[src/rtl/mem_access_stage_if.sv]
// Memory port between the memory-access stage and the data memory.
// Signals:
//   mem_req    stage -> memory  request valid, held for the whole REQ phase
//   mem_we     stage -> memory  1 = write
//   mem_addr   stage -> memory  word address (low two bits always 0)
//   mem_wdata  stage -> memory  lane-replicated store data
//   mem_be     stage -> memory  byte enables, bit i covers byte [8i+7:8i]
//   mem_ready  memory -> stage  request accepted/completed this cycle
//   mem_rdata  memory -> stage  read data, valid with mem_ready
interface mem_access_stage_if;
  logic        mem_req;
  logic        mem_we;
  logic [31:0] mem_addr;
  logic [31:0] mem_wdata;
  logic [3:0]  mem_be;
  logic        mem_ready;
  logic [31:0] mem_rdata;

  modport master (
    output mem_req, mem_we, mem_addr, mem_wdata, mem_be,
    input  mem_ready, mem_rdata
  );

  modport slave (
    input  mem_req, mem_we, mem_addr, mem_wdata, mem_be,
    output mem_ready, mem_rdata
  );
endinterface

[src/rtl/mem_access_stage.sv]
// Memory-access pipeline stage, downstream of the ALU.
// Loads/stores use alu_result as the effective address and rt_value as store
// data; every other opcode passes alu_result through to writeback.
// Ports:
//   clk, rst_n             clock, synchronous active-low reset
//   start                  instruction valid (sampled only when idle)
//   opcode                 instruction opcode
//   alu_result, rt_value   effective address / passthrough value, store data
//   mem                    memory port (master side)
//   busy                   transaction in progress
//   done                   one-cycle completion pulse
//   wb_data                writeback value, held until the next done
//   addr_error, bus_error  misaligned access / memory timeout, valid with done
//   link_valid, link_addr  LL reservation state
module mem_access_stage #(
  parameter int unsigned TIMEOUT = 16
) (
  input  logic                 clk,
  input  logic                 rst_n,
  input  logic                 start,
  input  logic [5:0]           opcode,
  input  logic [31:0]          alu_result,
  input  logic [31:0]          rt_value,
  mem_access_stage_if.master   mem,
  output logic                 busy,
  output logic                 done,
  output logic [31:0]          wb_data,
  output logic                 addr_error,
  output logic                 bus_error,
  output logic                 link_valid,
  output logic [31:0]          link_addr
);

  typedef enum logic [5:0] {
    OP_LW  = 6'h23,
    OP_LBU = 6'h24,
    OP_LHU = 6'h25,
    OP_LL  = 6'h30,
    OP_SB  = 6'h28,
    OP_SH  = 6'h29,
    OP_SW  = 6'h2b
  } opcode_e;

  typedef enum logic [1:0] {IDLE, REQ, RESP} state_e;

  localparam int unsigned CW = (TIMEOUT > 2) ? $clog2(TIMEOUT) : 1;
  localparam logic [CW-1:0] CNT_LAST = CW'(TIMEOUT - 1);

  state_e        state, state_d;
  logic [5:0]    op_q;
  logic [1:0]    addr_lo_q;
  logic          we_q;
  logic [31:0]   addr_q, wdata_q, res_q;
  logic [3:0]    be_q;
  logic [CW-1:0] cnt;

  // Decode of the incoming instruction (only meaningful in IDLE)
  logic          is_mem, is_store, aligned;
  logic [3:0]    be_d;
  logic [31:0]   wdata_d;
  logic [31:0]   load_d;

  always_comb begin
    is_mem   = 1'b0;
    is_store = 1'b0;
    aligned  = 1'b1;
    be_d     = 4'b1111;
    wdata_d  = '0;
    case (opcode)
      OP_LW, OP_LL: begin
        is_mem  = 1'b1;
        aligned = (alu_result[1:0] == 2'b00);
      end
      OP_LHU: begin
        is_mem  = 1'b1;
        aligned = !alu_result[0];
      end
      OP_LBU: is_mem = 1'b1;
      OP_SW: begin
        is_mem   = 1'b1;
        is_store = 1'b1;
        aligned  = (alu_result[1:0] == 2'b00);
        wdata_d  = rt_value;
      end
      OP_SH: begin
        is_mem   = 1'b1;
        is_store = 1'b1;
        aligned  = !alu_result[0];
        wdata_d  = {2{rt_value[15:0]}};
        be_d     = alu_result[1] ? 4'b1100 : 4'b0011;
      end
      OP_SB: begin
        is_mem   = 1'b1;
        is_store = 1'b1;
        wdata_d  = {4{rt_value[7:0]}};
        be_d     = 4'b0001 << alu_result[1:0];
      end
      default: ;
    endcase
  end

  // Load result extraction from the returned word, using the latched lane
  always_comb begin
    load_d = mem.mem_rdata;
    case (op_q)
      OP_LHU: load_d = {16'h0, addr_lo_q[1] ? mem.mem_rdata[31:16] : mem.mem_rdata[15:0]};
      OP_LBU: begin
        case (addr_lo_q)
          2'd0:    load_d = {24'h0, mem.mem_rdata[7:0]};
          2'd1:    load_d = {24'h0, mem.mem_rdata[15:8]};
          2'd2:    load_d = {24'h0, mem.mem_rdata[23:16]};
          default: load_d = {24'h0, mem.mem_rdata[31:24]};
        endcase
      end
      default: ;
    endcase
  end

  always_comb begin
    state_d = state;
    case (state)
      IDLE: if (start) state_d = (is_mem && aligned) ? REQ : RESP;
      REQ:  if (mem.mem_ready || cnt == CNT_LAST) state_d = RESP;
      RESP: state_d = IDLE;
      default: state_d = IDLE;
    endcase
  end

  always_ff @(posedge clk) begin
    if (!rst_n) begin
      state      <= IDLE;
      op_q       <= '0;
      addr_lo_q  <= '0;
      we_q       <= 1'b0;
      addr_q     <= '0;
      wdata_q    <= '0;
      be_q       <= '0;
      cnt        <= '0;
      res_q      <= '0;
      done       <= 1'b0;
      wb_data    <= '0;
      addr_error <= 1'b0;
      bus_error  <= 1'b0;
      link_valid <= 1'b0;
      link_addr  <= '0;
    end else begin
      state <= state_d;
      done  <= 1'b0;
      case (state)
        IDLE: if (start) begin
          addr_error <= 1'b0;
          bus_error  <= 1'b0;
          op_q       <= opcode;
          addr_lo_q  <= alu_result[1:0];
          if (is_mem && aligned) begin
            we_q    <= is_store;
            addr_q  <= {alu_result[31:2], 2'b00};
            wdata_q <= wdata_d;
            be_q    <= be_d;
            cnt     <= '0;
          end else if (is_mem) begin
            addr_error <= 1'b1;
            res_q      <= '0;
          end else begin
            res_q <= alu_result;
          end
        end
        REQ: begin
          if (mem.mem_ready) begin
            res_q <= we_q ? '0 : load_d;
            if (op_q == OP_LL) begin
              link_valid <= 1'b1;
              link_addr  <= addr_q;
            end else if (we_q && addr_q == link_addr) begin
              link_valid <= 1'b0;
            end
          end else if (cnt == CNT_LAST) begin
            bus_error <= 1'b1;
            res_q     <= '0;
          end else begin
            cnt <= cnt + CW'(1);
          end
        end
        RESP: begin
          done    <= 1'b1;
          wb_data <= res_q;
        end
        default: ;
      endcase
    end
  end

  assign busy          = (state != IDLE);
  assign mem.mem_req   = (state == REQ);
  assign mem.mem_we    = we_q;
  assign mem.mem_addr  = addr_q;
  assign mem.mem_wdata = wdata_q;
  assign mem.mem_be    = be_q;

endmodule

[src/flat_wrapper.sv]
// flat-port wrapper written by rule: the top's interface ports become plain ports
module mem_access_stage_flat 
#(
  parameter int unsigned TIMEOUT = 16
)
  (clk, rst_n, start, opcode, alu_result, rt_value, busy, done, wb_data, addr_error, bus_error, link_valid, link_addr, mem_mem_req, mem_mem_we, mem_mem_addr, mem_mem_wdata, mem_mem_be, mem_mem_ready, mem_mem_rdata);
  mem_access_stage_if mem_i ();
  input  logic clk;
  input  logic rst_n;
  input  logic start;
  input  logic [5:0] opcode;
  input  logic [31:0] alu_result;
  input  logic [31:0] rt_value;
  output logic busy;
  output logic done;
  output logic [31:0] wb_data;
  output logic addr_error;
  output logic bus_error;
  output logic link_valid;
  output logic [31:0] link_addr;
  output wire logic [$bits(mem_i.mem_req)-1:0] mem_mem_req;
  output wire logic [$bits(mem_i.mem_we)-1:0] mem_mem_we;
  output wire logic [$bits(mem_i.mem_addr)-1:0] mem_mem_addr;
  output wire logic [$bits(mem_i.mem_wdata)-1:0] mem_mem_wdata;
  output wire logic [$bits(mem_i.mem_be)-1:0] mem_mem_be;
  input wire logic [$bits(mem_i.mem_ready)-1:0] mem_mem_ready;
  input wire logic [$bits(mem_i.mem_rdata)-1:0] mem_mem_rdata;
  assign mem_mem_req = mem_i.mem_req;
  assign mem_mem_we = mem_i.mem_we;
  assign mem_mem_addr = mem_i.mem_addr;
  assign mem_mem_wdata = mem_i.mem_wdata;
  assign mem_mem_be = mem_i.mem_be;
  assign mem_i.mem_ready = mem_mem_ready;
  assign mem_i.mem_rdata = mem_mem_rdata;
  mem_access_stage #(.TIMEOUT(TIMEOUT)) u_core (.clk(clk), .rst_n(rst_n), .start(start), .opcode(opcode), .alu_result(alu_result), .rt_value(rt_value), .mem(mem_i), .busy(busy), .done(done), .wb_data(wb_data), .addr_error(addr_error), .bus_error(bus_error), .link_valid(link_valid), .link_addr(link_addr));
endmodule
[config.mk]
export PLATFORM = sky130hd
export DESIGN_NAME = mem_access_stage_flat
export DESIGN_NICKNAME = d
export VERILOG_FILES = /design/src/rtl/mem_access_stage_if.sv /design/src/rtl/mem_access_stage.sv /design/src/flat_wrapper.sv
export SDC_FILE = /design/constraint.sdc
export NUM_CORES = 1
export LEC_CHECK = 0
export ABC_CLOCK_PERIOD_IN_PS = 2640
export CAP_MARGIN = 20
export CORE_ASPECT_RATIO = 1.75
export CORE_MARGIN = 1
export CORE_UTILIZATION = 39
export CTS_CLUSTER_SIZE = 40
export DETAILED_ROUTE_END_ITERATION = 6
export GPL_TIMING_DRIVEN = 0
export PLACE_DENSITY = 0.68
export SLEW_MARGIN = 10
export SYNTH_ARGS = -nofsm -noshare
export SYNTH_HDL_FRONTEND = slang
export SYNTH_SLANG_ARGS = --single-unit
[constraint.sdc]
create_clock -name clk -period 2.64 [get_ports clk]
set_input_delay 0.396 -clock clk [delete_from_list [all_inputs] [get_ports clk]]
set_output_delay 0.396 -clock clk [all_outputs]
set_load 0.05 [all_outputs]
# After elaboration in Yosys (flattened, before gate mapping)
# Cells that the tools add are included.
[word_totals] ff_bits=179 latch_bits=0 mem_bits_rw=0 rom_bits=0 out_inout_bits=139 wordCells=97 memories=0
[classes] add_sub_neg=1 n_mul=0 div=0 magnitude_cmp=0 n_eq_ne=24 n_shift=1 muxes=34 n_bitwise=0 n_reduce_logical=22
[ops] cell="32-bit two-way mux" count=6
[ops] cell="32-bit one-hot mux with 2 select lines" count=2
[ops] cell="32-bit one-hot mux with 3 select lines" count=1
[ops] cell="6-bit equality test (second input constant)" count=10
[ops] cell="30-bit equality test" count=1
[ops] cell="8-bit one-hot mux with 3 select lines" count=1
[ops] cell="4-bit two-way mux" count=5
[ops] cell="16-bit two-way mux" count=1
[ops] cell="4-bit one-hot mux with 2 select lines" count=2
[ops] cell="1-bit two-way mux" count=10
[ops] cell="3-bit AND reduction" count=3
[ops] cell="2-bit != test (second input constant)" count=4
[ops] cell="4-bit AND reduction" count=2
[ops] cell="7-bit OR reduction" count=1
[ops] cell="2-bit logical NOT" count=3
[ops] cell="2-bit two-way mux" count=3
[ops] cell="2-bit by 1-bit != test with 1-bit output (second input constant)" count=3
[ops] cell="2-bit nonzero test" count=3
[ops] cell="3-bit OR reduction" count=2
[ops] cell="5-bit AND reduction" count=1
[ops] cell="4-bit by 1-bit adder with 4-bit output (second input constant)" count=1
[ops] cell="2-bit by 1-bit equality test with 1-bit output (second input constant)" count=2
[ops] cell="2-bit equality test (second input constant)" count=2
[ops] cell="4-bit equality test (second input constant)" count=1
[ops] cell="9 further kinds" count=12

# Logic depth before layout (Yosys ltp)
# Gate-level depths: netlist of the first run.
[depth] ltp_word=7 ltp_mapped=9 mapped_depth_nobuf=6

# Least setup slack after synthesis of the first run
# OpenSTA, ideal clock, no wires.
[synth_path] path_type="input -> register" startpoint="in opcode[2]" endpoint="reg u_core.res_q[10]" arrival_ns=2.147 t_required_ns=2.568 setup_slack_ns=0.422 stages=8 n_path_buf=3 cell_sequence="buf_2 > or3b_1 > buf_2 > a21boi_4 > nand2_2 > o31ai_4 > buf_6 > mux2i_1"
[synth_between] elab_chain_len=7 word_cells_on_any_way=19 classes_between="8 x eq/ne; 6 x mux; 5 x reduce/logical"
[synth_lines] item="start: declaration" line_no="flat_wrapper.sv:11" rtl="input logic [5:0] opcode;"
[synth_lines] item="6-bit equality test" line_no="mem_access_stage.sv:69" rtl="case (opcode)"
[synth_lines] item="7-bit OR reduction (no source line)"
[synth_lines] item="1-bit two-way mux" line_no="mem_access_stage.sv:69"
[synth_lines] item="32-bit two-way mux" line_no="mem_access_stage.sv:161" rtl="end else if (is_mem) begin"
[synth_lines] item="32-bit two-way mux" line_no="mem_access_stage.sv:155" rtl="if (is_mem && aligned) begin"
[synth_lines] item="32-bit two-way mux" line_no="mem_access_stage.sv:150" rtl="IDLE: if (start) begin"
[synth_lines] item="32-bit one-hot mux with 2 select lines" line_no="mem_access_stage.sv:149" rtl="case (state)"
[synth_lines] item="end signal: assignment" line_no="mem_access_stage.sv:165" rtl="res_q <= alu_result;"
[synth_lines] item="end signal: assignment" line_no="mem_access_stage.sv:170" rtl="res_q <= we_q ? '0 : load_d;"
[synth_lines] item="end: declaration" line_no="mem_access_stage.sv:53" rtl="logic [31:0] addr_q, wdata_q, res_q;"
# Several ways; a longest one is shown, not always the timed one. The select of a mux whose other input is x is not followed.
# A chain may end at the register's enable or synchronous reset.

# Worst setup path in the final report of the first run
[layout_path] startpoint="reg u_core.state[0]" endpoint="out mem_mem_req"
[layout_between] elab_chain_len=1
[layout_lines] item="start: declaration" line_no="mem_access_stage.sv:49" rtl="state_e state, state_d;"
[layout_lines] item="start signal: assignment" line_no="mem_access_stage.sv:147" rtl="state <= state_d;"
[layout_lines] item="2-bit by 1-bit equality test with 1-bit output" line_no="mem_access_stage.sv:194" rtl="assign mem.mem_req = (state == REQ);"
[layout_lines] item="end: declaration" line_no="flat_wrapper.sv:21" rtl="output wire logic [$bits(mem_i.mem_req)-1:0] mem_mem_req;"
# Every way passes these cells.

==> results by group, run 1 <==
Synthesis
  • Largest family of logic cells by synthesized area: compound AO/OA/AOI/OAI gates
  • Adder-cell share of the synthesized area: 0.148%
  • Cell Area, Synth: 0.00846 mm²
  • Cell types with the largest area share after synthesis: sky130_fd_sc_hd__dfxtp_1 (42%), sky130_fd_sc_hd__nand2_1 (9.6%), sky130_fd_sc_hd__a21oi_1 (8.8%)
  • Share of synthesized flip-flops with an asynchronous set or reset: 0%
  • Synthesized area divided by synthesized cell count: 8.25 µm²
  • Count of flip-flops with a built-in enable after synthesis: 0
  • Library cell occupying the most area in the post-synthesis netlist: sky130_fd_sc_hd__dfxtp_1
  • Synthesized-area fraction occupied by ao, oa, aoi and oai cells: 22.9%
  • Ys flop type: sky130_fd_sc_hd__dfxtp_1
  • Post-Synth Simple-Gate Area: 18.5%
  • Most common library cells after synthesis: sky130_fd_sc_hd__nand2_1 (216), sky130_fd_sc_hd__dfxtp_1 (179), sky130_fd_sc_hd__a21oi_1 (149), sky130_fd_sc_hd__o21ai_0 (70), sky130_fd_sc_hd__clkbuf_1 (69)
  • Count of yosys warnings during synthesis: 0
  • Number of distinct library cell variants in the gate-level netlist after synthesis: 57
  • Number of register bits inferred by synthesis: 179
  • Area share of the largest cell type after synthesis: 42.4%
  • Share of the yosys chip area belonging to registers: 42.4%
  • Portion of netlist area occupied by mux cells: 7.10%
  • Synthesized-area fraction occupied by xor and xnor cells: 3.21%
  • Most frequent cell after synthesis: sky130_fd_sc_hd__nand2_1
  • Gate count of the mapped netlist: 1,026

CTS
  • Clock buffers created by TritonCTS: 17
  • Longest Clk Path Bufs: 2
  • Root buffer selected by CTS: sky130_fd_sc_hd__clkbuf_16
  • Sinks on the clock net: 179
  • CTS tree: built
  • CTS HTree Levels: 4
  • Number of hold buffers added after cts: 0
  • CTS clock-pin slew for the worst setup and hold paths: 0.08 ns
  • Worst-skew pair later-pin latency: 0.46 ns

Floorplanning
  • Floorplan die width: 113 µm
  • Chip Height: 197 µm
  • Initial core utilization: 39.5%
  • Row count: 71
  • Top-level I/O count: 245
  • Core Region: 0.0214 mm²
  • Die Footprint: 0.0223 mm²

Timing
  • Pin slew with the least headroom to its limit: 0.966 ns
  • Fin crit period: 2.54 ns
  • Unrepaired setup endpoints after global routing: no
  • Final count of pins violating max slew: 0
  • Final Hold Violating Endpoints: 0
  • Hold slack final: 0.256 ns
  • Slew headroom: 35.5%
  • Post-Route Setup TNS: 0 ns
  • Largest clock skew in the final design: 0.0172 ns
  • Final worst path period share: 96.2%
  • Number of setup violations in the final report: 0
  • FMAX: 0.394 GHz

Route
  • DRC errors left: 0
  • Via-per-instance ratio: 5.39
  • Iteration count of the initial detailed-routing pass: 5
  • Wire length reported by the detailed router: 31,100 µm
  • Remaining antenna violation count: 0
  • Number of vias in the routed layout: 8,590
  • Final routed wire length divided by cell count: 19.5 µm
  • Starting DRT DRC Count: 575

Place
  • HPWL reported at the end of detailed placement: 24,200 µm
  • Global placement routability congestion: 0.927
  • Port buffer count: 235
  • Placed cell area: 0.0112 mm²

Pwr
  • Largest vdd supply drop: 293 µV
  • Power density normalized to cell area: 537 mW/mm²
  • Overall power of the completed layout: 6370 µW
  • Leakage power: 0.00430 µW

Final layout
  • Cell area after layout: 0.0119 mm²
  • Layout filler cell count: 2,012
  • Layout Nets: 1,393
  • Relative area change from synthesis to final layout: 40.1%
  • Share of layout cells above drive strength 1: 6.70%
  • Area occupied by multi-input gates: 0.00443 mm²
  • Post-route core utilization: 55.4%
  • Reg area: 0.00358 mm²

Global route
  • Via count of the first global-routing pass: 8,280
  • Maximum number of pins on one net before global-route repair: 21
  • Wire length of the first global-routing pass: 47,200 µm
  • Number of antenna violations at the first check in global routing: 3
  • Remaining Overflow, GRT: 0
  • Global-route total usage across every layer: 28.2%

Outcome
  • Result of the run: complete, no violations

Critical path
  • Arrival time of data at the critical path endpoint: 2.14 ns
  • CP max-delay cell: sky130_fd_sc_hd__dlygate4sd2_1
  • Top fanout value on the critical path: 9
  • Type of the worst setup path: reg2out
  • Kind of end point of the critical path: primary output
  • Category of the worst setup path launch point: flip-flop
  • Cell Chain, Critical Path: buf_2 > nand2b_1 > clkbuf_1 > inv_1 > dlygate4sd2_1
  • Delay of the slowest cell on the worst path: 0.67 ns
  • Data required time of the critical path: 2.24 ns

Flow run
  • Max-Cap Viols: 0

Hold path
  • Worst hold path class: in2reg
cell families after synthesis:
| logic type | count (synthesis) |
|---|---|
| other | 1 |
| buffers and inverters | 111 |
| XOR/XNOR | 31 |
| adder cells (fa/ha/maj) | 1 |
| AO/OA/AOI/OAI | 314 |
| multiplexers | 50 |
| AND/OR/NAND/NOR | 339 |
| flip-flops | 179 |
flip-flops by register name, summed over array words and instances (netlist names), 2 cells and up:
signal / cells
u_core.op_q: 6
u_core.cnt: 4
u_core.wb_data: 32
u_core.addr_lo_q: 2
u_core.link_addr: 30
u_core.mem.mem_wdata: 32
u_core.mem.mem_be: 4
u_core.res_q: 32
u_core.mem.mem_addr: 30
u_core.state: 2
layout make-up:
| cell class | count | share of cell area (%) |
|---|---|---|
| clock buffer | 17 | 3.59 |
| inverter | 14 | 0.443 |
| sequential | 179 | 30.2 |
| tap | 292 | 3.08 |
| clock inverter | 15 | 1.53 |
| buffer | 97 | 3.70 |
| timing repair buffer | 238 | 20.0 |
| multi-input combinational | 739 | 37.3 |
| antenna | 3 | 0.0633 |
power breakdown:
part / switching (µW) / total (µW) / internal [µW]
Combinational: 569 / 952 / 383
Sequential: 58.0 / 2830 / 2770
Clock: 1300 / 2590 / 1280
Total: 1930 / 6370 / 4440
worst paths after layout:
path	start	end	slack [ns]	cells after the start
worst max-delay path	u_core.state[0]$_SDFFE_PN0P_	mem_mem_req	0.10	5
worst min-delay path	opcode[3]	u_core.op_q[3]$_SDFFE_PN0P_	0.26	3
worst max register to register	u_core.op_q[1]$_SDFFE_PN0P_	u_core.res_q[7]$_SDFFE_PN0P_	0.12	7
worst min register to register	u_core.res_q[9]$_SDFFE_PN0P_	u_core.wb_data[9]$_SDFFE_PN0P_	0.45	2
per-stage QoR:
stage,worst slack [ns],std cells
final,0.101,1594
after global routing,0.00214,1594
after CTS,0.0195,1588
after detailed placement,-0.444,1556
after global placement,-0.416,1556
after floorplan,0.422,1029
layer usage:
metal	part of all wire, %	global-route usage (%)	wire, µm
met1	37	29.9	11500
met2	52	51.1	16100
met3	6.1	6.03	1890
met4	5.3	16.0	1670
met5	0	0	0
critical path, delay by kind of cell, from the launching register on:
| family | cells | cell delay (ns) |
|---|---|---|
| simple gates | 1 | 0.07 |
| buf+inv | 4 | 1.30 |
| flops | 1 | 0.31 |
layout by cell type, fill, tap and decap left out, drive strengths merged, types with 3 or more instances in the layout:
| cell type | instances |
|---|---|
| conb | 4 |
| o21ai | 71 |
| mux2i | 42 |
| dfxtp | 179 |
| diode | 3 |
| mux4 | 8 |
| nand2 | 217 |
| xnor2 | 29 |
| a21oi | 150 |
| o31ai | 14 |
| nor2 | 11 |
| clkinv | 8 |
| buf | 31 |
| nand4 | 8 |
| nand2b | 7 |
| nor4b | 3 |
| inv | 21 |
| nor4 | 4 |
| nand3 | 42 |
| clkdlybuf4s50 | 234 |
| clkbuf | 86 |
| o311ai | 6 |
| and2 | 10 |
| or4 | 4 |
| and3 | 19 |
| o2bb2ai | 15 |
| a22o | 43 |
| nor3b | 3 |
| a311oi | 3 |
repair_timing:
item,in CTS,in global routing
buffers inserted,0,3
hold endpoints to repair,0,0
resized for setup,3,7
gates cloned,0,0
pin swaps,0,2
setup endpoints to repair,31,44
Power figures use the tool's default switching activity.
==> run 2: changes to the inputs <==
CTS_CLUSTER_DIAMETER = 120   (was default)
TNS_END_PERCENT = 5   (was default)
==> run 2 against run 1 <==
Compared with the run above:
- maximum frequency fell by 3.8%
- clock power barely moved
- combinational power barely moved
- total power barely moved
- cell count barely moved
- worst hold slack got worse by 0.0010 ns
- largest cell class unchanged
- utilization barely moved
- sequential share of layout area barely moved
- via count barely moved
- global-route usage did not move
- largest power group unchanged
- setup slack got worse by 0.10 ns
- wire length rose by 0.15%
==> results by group, run 2 (synthesis results as in run 1) <==
Hold path
  • Worst hold path class: in2reg
  • Origin of the worst min-delay path: opcode[3]
  • Worst min-delay path endpoint: u_core.op_q[3]$_SDFFE_PN0P_
  • Worst hold path cell count: 3 (unchanged)

Timing
  • Final worst path period share: 100% (+3.8 points)
  • Final Hold Violating Endpoints: 0 (unchanged)
  • Final count of pins violating max slew: 0 (unchanged)
  • Number of setup violations in the final report: 0 (unchanged)
  • Fin crit period: 2.64 ns (+0.101 ns)
  • FMAX: 0.379 GHz (-3.8%)
  • Post-Route Setup TNS: 0 ns (unchanged)
  • Unrepaired setup endpoints after global routing: yes
  • Pin slew with the least headroom to its limit: 0.981 ns (+0.0152 ns)
  • Hold slack final: 0.255 ns (-0.00102 ns)
  • Slew headroom: 34.5% (-1.0 points)
  • Largest clock skew in the final design: 0.0161 ns (-0.00114 ns)

Critical path
  • Cell class contributing the biggest share of worst-path delay: buffers and inverters
  • Reg2reg start: u_core.op_q[1]$_SDFFE_PN0P_
  • Cell Chain, Critical Path: clkdlybuf4s50_1 > or3b_1 > buf_2 > a21boi_4 > clkbuf_1 > a21oi_1 > o31ai_1 > mux2i_1
  • Category of the worst setup path launch point: input port
  • Data required time of the critical path: 2.96 ns (+0.72 ns)
  • FF-to-FF End: u_core.res_q[7]$_SDFFE_PN0P_
  • Top fanout value on the critical path: 10 (+1)
  • Logic depth of the worst path, buffers included: 8 (+3)
  • R2R Setup Slk: 0.12 ns (about the same)
  • Arrival time of data at the critical path endpoint: 2.96 ns (+0.82 ns)
  • Delay of the slowest cell on the worst path: 0.58 ns (-0.09 ns)
  • CP max-delay cell: sky130_fd_sc_hd__clkdlybuf4s50_1
  • Kind of end point of the critical path: flip-flop
  • Bufs and invs on worst path: 3 (-1)
  • Worst-case reg-to-reg path depth: 7 (unchanged)
  • Type of the worst setup path: in2reg

Floorplanning
  • Die Footprint: 0.0223 mm² (unchanged)
  • Core Region: 0.0214 mm² (unchanged)
  • Top-level I/O count: 245 (unchanged)
  • Floorplan die width: 113 µm (unchanged)
  • Row count: 71 (unchanged)
  • Chip Height: 197 µm (unchanged)
  • Initial core utilization: 39.5% (unchanged)

Global route
  • Wire length of the first global-routing pass: 47,200 µm (unchanged)
  • Via count of the first global-routing pass: 8,280 (unchanged)
  • Number of antenna violations at the first check in global routing: 3 (unchanged)
  • Remaining Overflow, GRT: 0 (unchanged)
  • Maximum number of pins on one net before global-route repair: 21 (unchanged)
  • Global-route total usage across every layer: 28.2% (unchanged)

Final layout
  • Share of layout cells above drive strength 1: 6.55% (-0.15 points)
  • Commonest non-fill, non-tap cell in the layout: sky130_fd_sc_hd__clkdlybuf4s50_1
  • Layout Nets: 1,392 (-0.072%)
  • Relative area change from synthesis to final layout: 40.1% (about the same)
  • Most used cells in the layout excluding fill and tap cells: sky130_fd_sc_hd__clkdlybuf4s50_1 (234), sky130_fd_sc_hd__nand2_1 (216), sky130_fd_sc_hd__dfxtp_1 (179)
  • Post-route core utilization: 55.4% (about the same)
  • Fin cells: 1,593 (-0.063%)
  • Cell area after layout: 0.0119 mm² (about the same)

CTS
  • Longest Clk Path Bufs: 2 (unchanged)
  • CTS HTree Levels: 4 (unchanged)
  • Clock buffers created by TritonCTS: 17 (unchanged)
  • Number of hold buffers added after cts: 0 (unchanged)
  • Worst-skew pair later-pin latency: 0.46 ns (about the same)
  • CTS tree: built
  • CTS clock-pin slew for the worst setup and hold paths: 0.07 ns (about the same)
  • Root buffer selected by CTS: sky130_fd_sc_hd__clkbuf_16
  • Sinks on the clock net: 179 (unchanged)

Place
  • HPWL reported at the end of detailed placement: 24,200 µm (unchanged)
  • Port buffer count: 235 (unchanged)
  • Global placement routability congestion: 0.927 (unchanged)
  • Placed cell area: 0.0112 mm² (unchanged)
  • Placed instance count: 1,556 (unchanged)

Pwr
  • Leakage power: 0.00429 µW (-0.22%)
  • Largest vdd supply drop: 292 µV (-0.29%)
  • Power density normalized to cell area: 537 mW/mm² (about the same)

Route
  • Final routed wire length divided by cell count: 19.6 µm (+0.21%)
  • Via-per-instance ratio: 5.39 (about the same)
  • Wire length reported by the detailed router: 31,200 µm (+0.15%)
  • Remaining antenna violation count: 0 (unchanged)
  • Starting DRT DRC Count: 599 (+4.2%)
  • DRC errors left: 0 (unchanged)
  • Iteration count of the initial detailed-routing pass: 5 (unchanged)
  • Number of vias in the routed layout: 8,588 (-0.023%)

Outcome
  • Result of the run: complete, no violations

Flow run
  • Max-Cap Viols: 0 (unchanged)
run 2: changes by cell type in the layout (fill, tap and decap cells not counted):
cell                       change
sky130_fd_sc_hd__buf_2         -2
sky130_fd_sc_hd__clkbuf_4      +1
sky130_fd_sc_hd__clkbuf_1      +1
sky130_fd_sc_hd__clkbuf_2      -1
run 2: how the worst max path moves through the flow:
stage                     startpoint                                    end  slack, ns
after floorplan            opcode[2]          u_core.res_q[10]$_SDFFE_PN0P_       0.42
after global placement     opcode[5]  u_core.mem.mem_wdata[31]$_SDFFE_PN0P_      -0.42
after global routing       opcode[0]           u_core.res_q[2]$_SDFFE_PN0P_      -0.04
after CTS                  opcode[0]  u_core.mem.mem_wdata[31]$_SDFFE_PN0P_       0.02
final                      opcode[0]           u_core.res_q[7]$_SDFFE_PN0P_     0.0001
after detailed placement   opcode[0]      u_core.mem.mem_be[2]$_SDFFE_PN0P_      -0.44
run 2: routing by layer:
layer	global-route usage [%]	part of all wire, %
met1	29.9	37
met2	51.1	52
met3	6.03	5.8
met4	16.0	5.2
met5	0	0
run 2: worst min-delay path: cells and delay by family:
kind | cells | cell delay (ns)
buffers and inverters | 1 | 0.15
AND/OR/NAND/NOR | 1 | 0.06
AO/OA/AOI/OAI | 1 | 0.05
run 2: area by class of cell:
| cell class | instances | area, µm² |
|---|---|---|
| inverters | 14 | 52.6 |
| multi-input cells | 739 | 4430 |
| repair buffers | 237 | 2370 |
| well taps | 292 | 365 |
| clock buffers | 17 | 425 |
| flip-flops and latches | 179 | 3580 |
| plain buffers | 97 | 443 |
| fillers | 2016 | 9560 |
| diodes | 3 | 7.51 |
| clock inverters | 15 | 181 |
run 2: stage by stage:
step                total power (µW)  setup WS [ns]
detailed placement              3830         -0.444
CTS                             6380         0.0195
global placement                3820         -0.416
floorplan                       3410          0.422
finish                          6370       0.000127
global route                    6590        -0.0360
run 2: report_power, final:
part	switching, µW	leakage (µW)	internal (µW)
clock	1300	0.000296	1280
sequential	58.1	0.00145	2770
combinational	569	0.00254	383
run 2: what timing repair did:
item / 4_1_cts / 5_1_grt
endpoints found under the hold margin: 0 / 0
endpoints found under the setup margin: 31 / 44
gates cloned: 0 / 0
gates resized for setup: 3 / 8
pin swaps: 0 / 1
setup buffers: 0 / 2
